`src/rtl/scoreboard_reg_file_pkg.sv`:
```
// Shared defaults and helpers for the scoreboarded MIPS register file.
// Optional same-cycle write bypass is selected by defining REGFILE_BYPASS_EN.
package scoreboard_reg_file_pkg;

    localparam int DEF_DATA_W = 32;
    localparam int DEF_ADDR_W = 5;
    localparam int ZERO_REG   = 0;

    // One busy bit per register, including the never-busy register 0.
    function automatic int busy_w(input int addr_w);
        return 2 ** addr_w;
    endfunction

endpackage

```
`src/rtl/scoreboard_reg_file_if.sv`:
```
// Read, claim and writeback port bundle of the scoreboarded register file.
// master = decode/issue + writeback side, slave = register file.
interface scoreboard_reg_file_if #(
    parameter int DATA_W = 32,
    parameter int ADDR_W = 5
);
    logic              wr_en;
    logic [ADDR_W-1:0] wr_reg;
    logic [DATA_W-1:0] wr_data;
    logic [ADDR_W-1:0] rd_reg1;
    logic [ADDR_W-1:0] rd_reg2;
    logic [DATA_W-1:0] rd_data1;
    logic [DATA_W-1:0] rd_data2;
    logic              rd_busy1;
    logic              rd_busy2;
    logic              issue_valid;
    logic [ADDR_W-1:0] issue_reg;
    logic              issue_ready;
    logic [ADDR_W-1:0] busy_count;

    modport master (
        output wr_en, wr_reg, wr_data, rd_reg1, rd_reg2, issue_valid, issue_reg,
        input  rd_data1, rd_data2, rd_busy1, rd_busy2, issue_ready, busy_count
    );

    modport slave (
        input  wr_en, wr_reg, wr_data, rd_reg1, rd_reg2, issue_valid, issue_reg,
        output rd_data1, rd_data2, rd_busy1, rd_busy2, issue_ready, busy_count
    );
endinterface

```
`src/rtl/scoreboard_reg_file_scoreboard.sv`:
```
// Pending-write scoreboard: busy vector, claim acceptance and pending count.
// A claim and a writeback to the same register in one edge leaves it busy.
module scoreboard_reg_file_scoreboard
    import scoreboard_reg_file_pkg::*;
#(
    parameter int ADDR_W = DEF_ADDR_W
) (
    input  logic              clk,
    input  logic              rst_n,
    input  logic              wr_en_i,
    input  logic [ADDR_W-1:0] wr_reg_i,
    input  logic              issue_valid_i,
    input  logic [ADDR_W-1:0] issue_reg_i,
    input  logic [ADDR_W-1:0] rd_reg1_i,
    input  logic [ADDR_W-1:0] rd_reg2_i,
    output logic              issue_ready_o,
    output logic              busy1_o,
    output logic              busy2_o,
    output logic [ADDR_W-1:0] busy_count_o
);
    localparam int DEPTH = busy_w(ADDR_W);
    localparam logic [ADDR_W-1:0] ZERO_IDX = ADDR_W'(ZERO_REG);

    logic [DEPTH-1:0]  busy_q, busy_d;
    logic [ADDR_W-1:0] count_q, count_d;
    logic              set_claim, clr_write, inc, dec;

    // A write releasing the same register makes it claimable this cycle.
    assign issue_ready_o = !busy_q[issue_reg_i] || (wr_en_i && (wr_reg_i == issue_reg_i));

    always_comb begin
        clr_write = wr_en_i && (wr_reg_i != ZERO_IDX);
        set_claim = issue_valid_i && issue_ready_o && (issue_reg_i != ZERO_IDX);
        inc       = set_claim && !busy_q[issue_reg_i];
        dec       = clr_write && busy_q[wr_reg_i] && !(set_claim && (issue_reg_i == wr_reg_i));
        busy_d    = busy_q;
        if (clr_write) busy_d[wr_reg_i] = 1'b0;
        if (set_claim) busy_d[issue_reg_i] = 1'b1;
        count_d   = count_q + ADDR_W'(inc) - ADDR_W'(dec);
    end

    always_ff @(posedge clk or negedge rst_n) begin
        if (!rst_n) begin
            busy_q  <= '0;
            count_q <= '0;
        end else begin
            busy_q  <= busy_d;
            count_q <= count_d;
        end
    end

    assign busy1_o      = busy_q[rd_reg1_i];
    assign busy2_o      = busy_q[rd_reg2_i];
    assign busy_count_o = count_q;

endmodule

```
`src/rtl/scoreboard_reg_file.sv`:
```
// Two-read/one-write register file with hardwired zero register and scoreboard.
// Define REGFILE_BYPASS_EN to forward writeback data/busy release in the same cycle.
module scoreboard_reg_file
    import scoreboard_reg_file_pkg::*;
#(
    parameter int DATA_W = DEF_DATA_W,
    parameter int ADDR_W = DEF_ADDR_W
) (
    input logic clk,
    input logic rst_n,
    scoreboard_reg_file_if.slave bus
);
    localparam int DEPTH = busy_w(ADDR_W);
    localparam logic [ADDR_W-1:0] ZERO_IDX = ADDR_W'(ZERO_REG);

    logic [DATA_W-1:0] regs_q [DEPTH];
    logic [ADDR_W-1:0] rd_reg  [2];
    logic [DATA_W-1:0] rd_data [2];
    logic              raw_busy [2];
    logic              rd_busy  [2];

    always_ff @(posedge clk or negedge rst_n) begin
        if (!rst_n) begin
            for (int i = 0; i < DEPTH; i++) regs_q[i] <= '0;
        end else if (bus.wr_en && (bus.wr_reg != ZERO_IDX)) begin
            regs_q[bus.wr_reg] <= bus.wr_data;
        end
    end

    scoreboard_reg_file_scoreboard #(.ADDR_W(ADDR_W)) u_scoreboard (
        .clk          (clk),
        .rst_n        (rst_n),
        .wr_en_i      (bus.wr_en),
        .wr_reg_i     (bus.wr_reg),
        .issue_valid_i(bus.issue_valid),
        .issue_reg_i  (bus.issue_reg),
        .rd_reg1_i    (bus.rd_reg1),
        .rd_reg2_i    (bus.rd_reg2),
        .issue_ready_o(bus.issue_ready),
        .busy1_o      (raw_busy[0]),
        .busy2_o      (raw_busy[1]),
        .busy_count_o (bus.busy_count)
    );

    assign rd_reg[0] = bus.rd_reg1;
    assign rd_reg[1] = bus.rd_reg2;

    always_comb begin
        for (int p = 0; p < 2; p++) begin
            rd_data[p] = (rd_reg[p] == ZERO_IDX) ? '0 : regs_q[rd_reg[p]];
            rd_busy[p] = raw_busy[p];
`ifdef REGFILE_BYPASS_EN
            // Reset gating keeps the forward path quiet while rst_n is held.
            if (rst_n && bus.wr_en && (bus.wr_reg == rd_reg[p])) begin
                rd_busy[p] = 1'b0;
                if (rd_reg[p] != ZERO_IDX) rd_data[p] = bus.wr_data;
            end
`endif
        end
    end

    assign bus.rd_data1 = rd_data[0];
    assign bus.rd_data2 = rd_data[1];
    assign bus.rd_busy1 = rd_busy[0];
    assign bus.rd_busy2 = rd_busy[1];

endmodule

```
`src/flat_wrapper.sv`:
```
// flat-port wrapper written by rule: the top's interface ports become plain ports
module scoreboard_reg_file_flat import scoreboard_reg_file_pkg::*;
#(
    parameter int DATA_W = DEF_DATA_W,
    parameter int ADDR_W = DEF_ADDR_W
)
  (clk, rst_n, bus_wr_en, bus_wr_reg, bus_wr_data, bus_rd_reg1, bus_rd_reg2, bus_issue_valid, bus_issue_reg, bus_rd_data1, bus_rd_data2, bus_rd_busy1, bus_rd_busy2, bus_issue_ready, bus_busy_count);
  scoreboard_reg_file_if #(.DATA_W(DATA_W), .ADDR_W(ADDR_W)) bus_i ();
  input logic clk;
  input logic rst_n;
  input wire logic [$bits(bus_i.wr_en)-1:0] bus_wr_en;
  input wire logic [$bits(bus_i.wr_reg)-1:0] bus_wr_reg;
  input wire logic [$bits(bus_i.wr_data)-1:0] bus_wr_data;
  input wire logic [$bits(bus_i.rd_reg1)-1:0] bus_rd_reg1;
  input wire logic [$bits(bus_i.rd_reg2)-1:0] bus_rd_reg2;
  input wire logic [$bits(bus_i.issue_valid)-1:0] bus_issue_valid;
  input wire logic [$bits(bus_i.issue_reg)-1:0] bus_issue_reg;
  output wire logic [$bits(bus_i.rd_data1)-1:0] bus_rd_data1;
  output wire logic [$bits(bus_i.rd_data2)-1:0] bus_rd_data2;
  output wire logic [$bits(bus_i.rd_busy1)-1:0] bus_rd_busy1;
  output wire logic [$bits(bus_i.rd_busy2)-1:0] bus_rd_busy2;
  output wire logic [$bits(bus_i.issue_ready)-1:0] bus_issue_ready;
  output wire logic [$bits(bus_i.busy_count)-1:0] bus_busy_count;
  assign bus_i.wr_en = bus_wr_en;
  assign bus_i.wr_reg = bus_wr_reg;
  assign bus_i.wr_data = bus_wr_data;
  assign bus_i.rd_reg1 = bus_rd_reg1;
  assign bus_i.rd_reg2 = bus_rd_reg2;
  assign bus_i.issue_valid = bus_issue_valid;
  assign bus_i.issue_reg = bus_issue_reg;
  assign bus_rd_data1 = bus_i.rd_data1;
  assign bus_rd_data2 = bus_i.rd_data2;
  assign bus_rd_busy1 = bus_i.rd_busy1;
  assign bus_rd_busy2 = bus_i.rd_busy2;
  assign bus_issue_ready = bus_i.issue_ready;
  assign bus_busy_count = bus_i.busy_count;
  scoreboard_reg_file #(.DATA_W(DATA_W), .ADDR_W(ADDR_W)) u_core (.clk(clk), .rst_n(rst_n), .bus(bus_i));
endmodule
```
`config.mk`:
```
export PLATFORM = sky130hd
export DESIGN_NAME = scoreboard_reg_file_flat
export DESIGN_NICKNAME = d
export VERILOG_FILES = /design/src/rtl/scoreboard_reg_file_pkg.sv /design/src/rtl/scoreboard_reg_file_if.sv /design/src/rtl/scoreboard_reg_file_scoreboard.sv /design/src/rtl/scoreboard_reg_file.sv /design/src/flat_wrapper.sv
export SDC_FILE = /design/constraint.sdc
export NUM_CORES = 2
export LEC_CHECK = 0
export ABC_CLOCK_PERIOD_IN_PS = 6000
export CORE_MARGIN = 4
export CORE_UTILIZATION = 65
export CTS_BUF_LIST = sky130_fd_sc_hd__clkbuf_16
export DETAILED_ROUTE_END_ITERATION = 6
export PLACE_DENSITY = 0.89
export REMOVE_ABC_BUFFERS = 1
export SLEW_MARGIN = 5
export SYNTH_ARGS = -nofsm -noshare
export SYNTH_HDL_FRONTEND = slang
export SYNTH_SLANG_ARGS = --single-unit
```
`constraint.sdc`:
```
create_clock -name clk -period 6 [get_ports clk]
set_input_delay 1.2 -clock clk [delete_from_list [all_inputs] [get_ports clk]]
set_output_delay 1.2 -clock clk [all_outputs]
set_load 0.02 [all_outputs]
```
==> results.toml <==
[clock_network]
cts_setup_buffers = 0
cts_tree = "yes"
hold_buffers = 0
cts_root_buf = "clkbuf_16"
numCtsBuffers = 110
h-tree-depth = 3
clkLatencyLatePin_ns = 0.66
clock_path_buffers = 3
cts_sinks = 1061
path_clk_slew_ns = 0.06
ctsResizeCount = 0

[outcome]
status = "finished clean"

[floorplan]
fp.dieW_um = 304
dieArea_sq_um = 92500
ios = 128
initial_utilization = 0.656
die-height_um = 304
rows = 108
core_area_sq_um = 86900

[cells_and_area]
stdcell_area_sq_um = 62900
finish.utilization = 0.724
drive_gt1_frac = 0.555
area_growth_pct = 10.5
fin_nets = 3614

[route]
wl_met2_um = 74000
drt-met1-wl_um = 57400
highest_layer = "met5"
route.detailed.drc = 0
wl_met3_um = 17300
via_per_inst = 7.49
routedWlPerCell_um = 32.9
routed-via-count = 35992
finalWirelength_um = 158000
final_antenna_net_count = 0
dr.pass1.iters = 6
initialDrtViolationCount = 4282

[power]
p_leak_uw = 0.0270
power_density_nw_per_um2 = 336
vdd_drop_max_mv = 0.285
power_uw = 21100

[timing]
min_period_over_period = 0.862
setup_viol = 0
drv_slew = 0
clock.fmax_mhz = 193
fin_tns_setup_ns = 0
whs_ns = 0.394
hold_violations = 0
max_slew_margin = 0.162
grt_setup_unrepaired = "false"
finalCriticalPeriod_ns = 5.17
tightestPinTransition_ns = 1.25
fin_skew_ns = 0.0118

[worst_setup_path]
cp_slowest_cell = "mux4_2"
worstPathMaxFanout = 48
worstPathRequired_ns = 4.80
arrival_ns = 3.97
critical_path.cell_chain = "buf_8 -> buf_12 -> mux4_2 -> mux4_2 -> a22oi_1 -> nand2_1 -> clkdlybuf4s50_1"
criticalPathCategory = "primary input to output port"
endpoint_kind = "output port"
critPathLaunchType = "primary input"
slowest_delay_ns = 0.59
crit_path_frequent_cell = "mux4_2"

[run]
max_cap_violations = 0

[placement]
hpwl_um = 91400
port_buffers = 127
gp_congestion = 0.898
placed_area_sq_um = 59500

[logic_synthesis]
ys.flop_type = "dfrtp_1"
ys_seq_area_frac = 0.466
synthArstFlopShare = 1.00
synth_seq_cells = 1061
syn_inst = 3605
synth-warning-count = 0
yosys-top-cells-area = "dfrtp_1, mux4_2, mux2_2"
synth_top_area_share = 0.466
synth.distinct_cells = 46
synth_top_cell_by_area = "dfrtp_1"
postSynthAreaPerCell_sq_um = 15.8
synth-edff-count = 0
syn_area_sq_um = 57000

[grt]
grt_pass1_vias = 38061
overflow = 0
grt_max_degree = 183
antenna_found_initial = 4
grt_usage = 0.344
grt_pass1_wl_um = 240000

[hold_path]
min_path_type = "flop to flop"
[state kept, by name, indices dropped and copies added (netlist names)]
signal                            count
u_core.u_scoreboard.busy_count_o      5
u_core.regs_q                      1024
u_core.u_scoreboard.busy_q           32
[routing by layer]
layer,up-vias,track usage
met5,-,0
met4,2,0.171
met3,592,0.0901
met2,2440,0.529
met1,19078,0.463
li1,13880,-
[layout by cell type, fill, tap and decap left out, drive strengths merged, types with 24 or more instances in the layout]
cell / netlist / final
dfrtp: 1061 / 1061
mux2: 1058 / 1058
mux4: 639 / 639
buf: 167 / 133
nand2: 130 / 130
clkdlybuf4s50: 0 / 116
clkbuf: 247 / 111
inv: 44 / 67
clkinv: 0 / 59
a22oi: 51 / 51
o21ai: 44 / 44
nor2: 40 / 40
o31ai: 24 / 24
[logic make-up (layout without fill, tap and decap cells)]
kind of cell	Yosys count	after routing	synth area share
DFF	1061	1061	0.466
buffers and inverters	458	500	0.0339
and+or+nand+nor	224	224	0.0178
adders and majority gates	6	6	0.00145
other	0	3	0
muxes	1706	1706	0.463
xor gates and xnor gates	9	9	0.00138
AOI/OAI and AO/OA	141	141	0.0162
[power breakdown]
group          switching [uW]  internal [uW]  total, uW  leakage [uW]
registers                1140           8540       9680        0.0136
clock network            2940           3620       6560       0.00175
logic                    1890           3020       4910        0.0116
total                    5970          15200      21100        0.0270
[final timing paths]
kind / from / endpoint / slack (ns) / cells after the start
max: bus_rd_reg1[0] / bus_rd_data1[12] / 0.83 / 7
min: u_core.regs_q[1011] / u_core.regs_q[1011] / 0.39 / 0
max reg2reg: u_core.u_scoreboard.busy_q[27] / u_core.u_scoreboard.busy_count_o[4] / 2.75 / 14
min reg2reg: u_core.regs_q[1011] / u_core.regs_q[1011] / 0.39 / 0
max in group asynchronous: rst_n / u_core.regs_q[619] / 3.99 / 2
min in group asynchronous: rst_n / u_core.regs_q[732] / 0.57 / 1
[area by class of cell]
class | count | area (sq um)
multi-input cells | 2086 | 28700
flip-flops and latches | 1061 | 26600
fillers | 4931 | 23900
clock buffers | 111 | 2780
repair buffers | 249 | 2680
well taps | 1155 | 1450
clock inverters | 96 | 667
inverters | 44 | 165
diodes | 3 | 7.51
[synth_stat cells (all sizes together), types with 10 or more instances]
| library cell | number |
|---|---|
| dfrtp | 1061 |
| mux2 | 1058 |
| mux4 | 639 |
| clkbuf | 247 |
| buf | 167 |
| nand2 | 130 |
| a22oi | 51 |
| inv | 44 |
| o21ai | 44 |
| nor2 | 40 |
| o31ai | 24 |
| a21oi | 12 |
| nor2b | 10 |
[critical path: cells and delay by family]
kind                   cells  cell delay, ns
multiplexers               2            1.06
buffers and inverters      3            1.18
AND/OR/NAND/NOR            1            0.14
AO/OA/AOI/OAI              1            0.26
[through the flow]
step,cells,worst slack (ns)
after floorplan,3191,0.624
after global placement,4595,0.860
after detailed placement,4595,0.832
after CTS,4802,0.827
after global routing,4802,0.740
final,4805,0.829
Power figures use the tool's default switching activity.
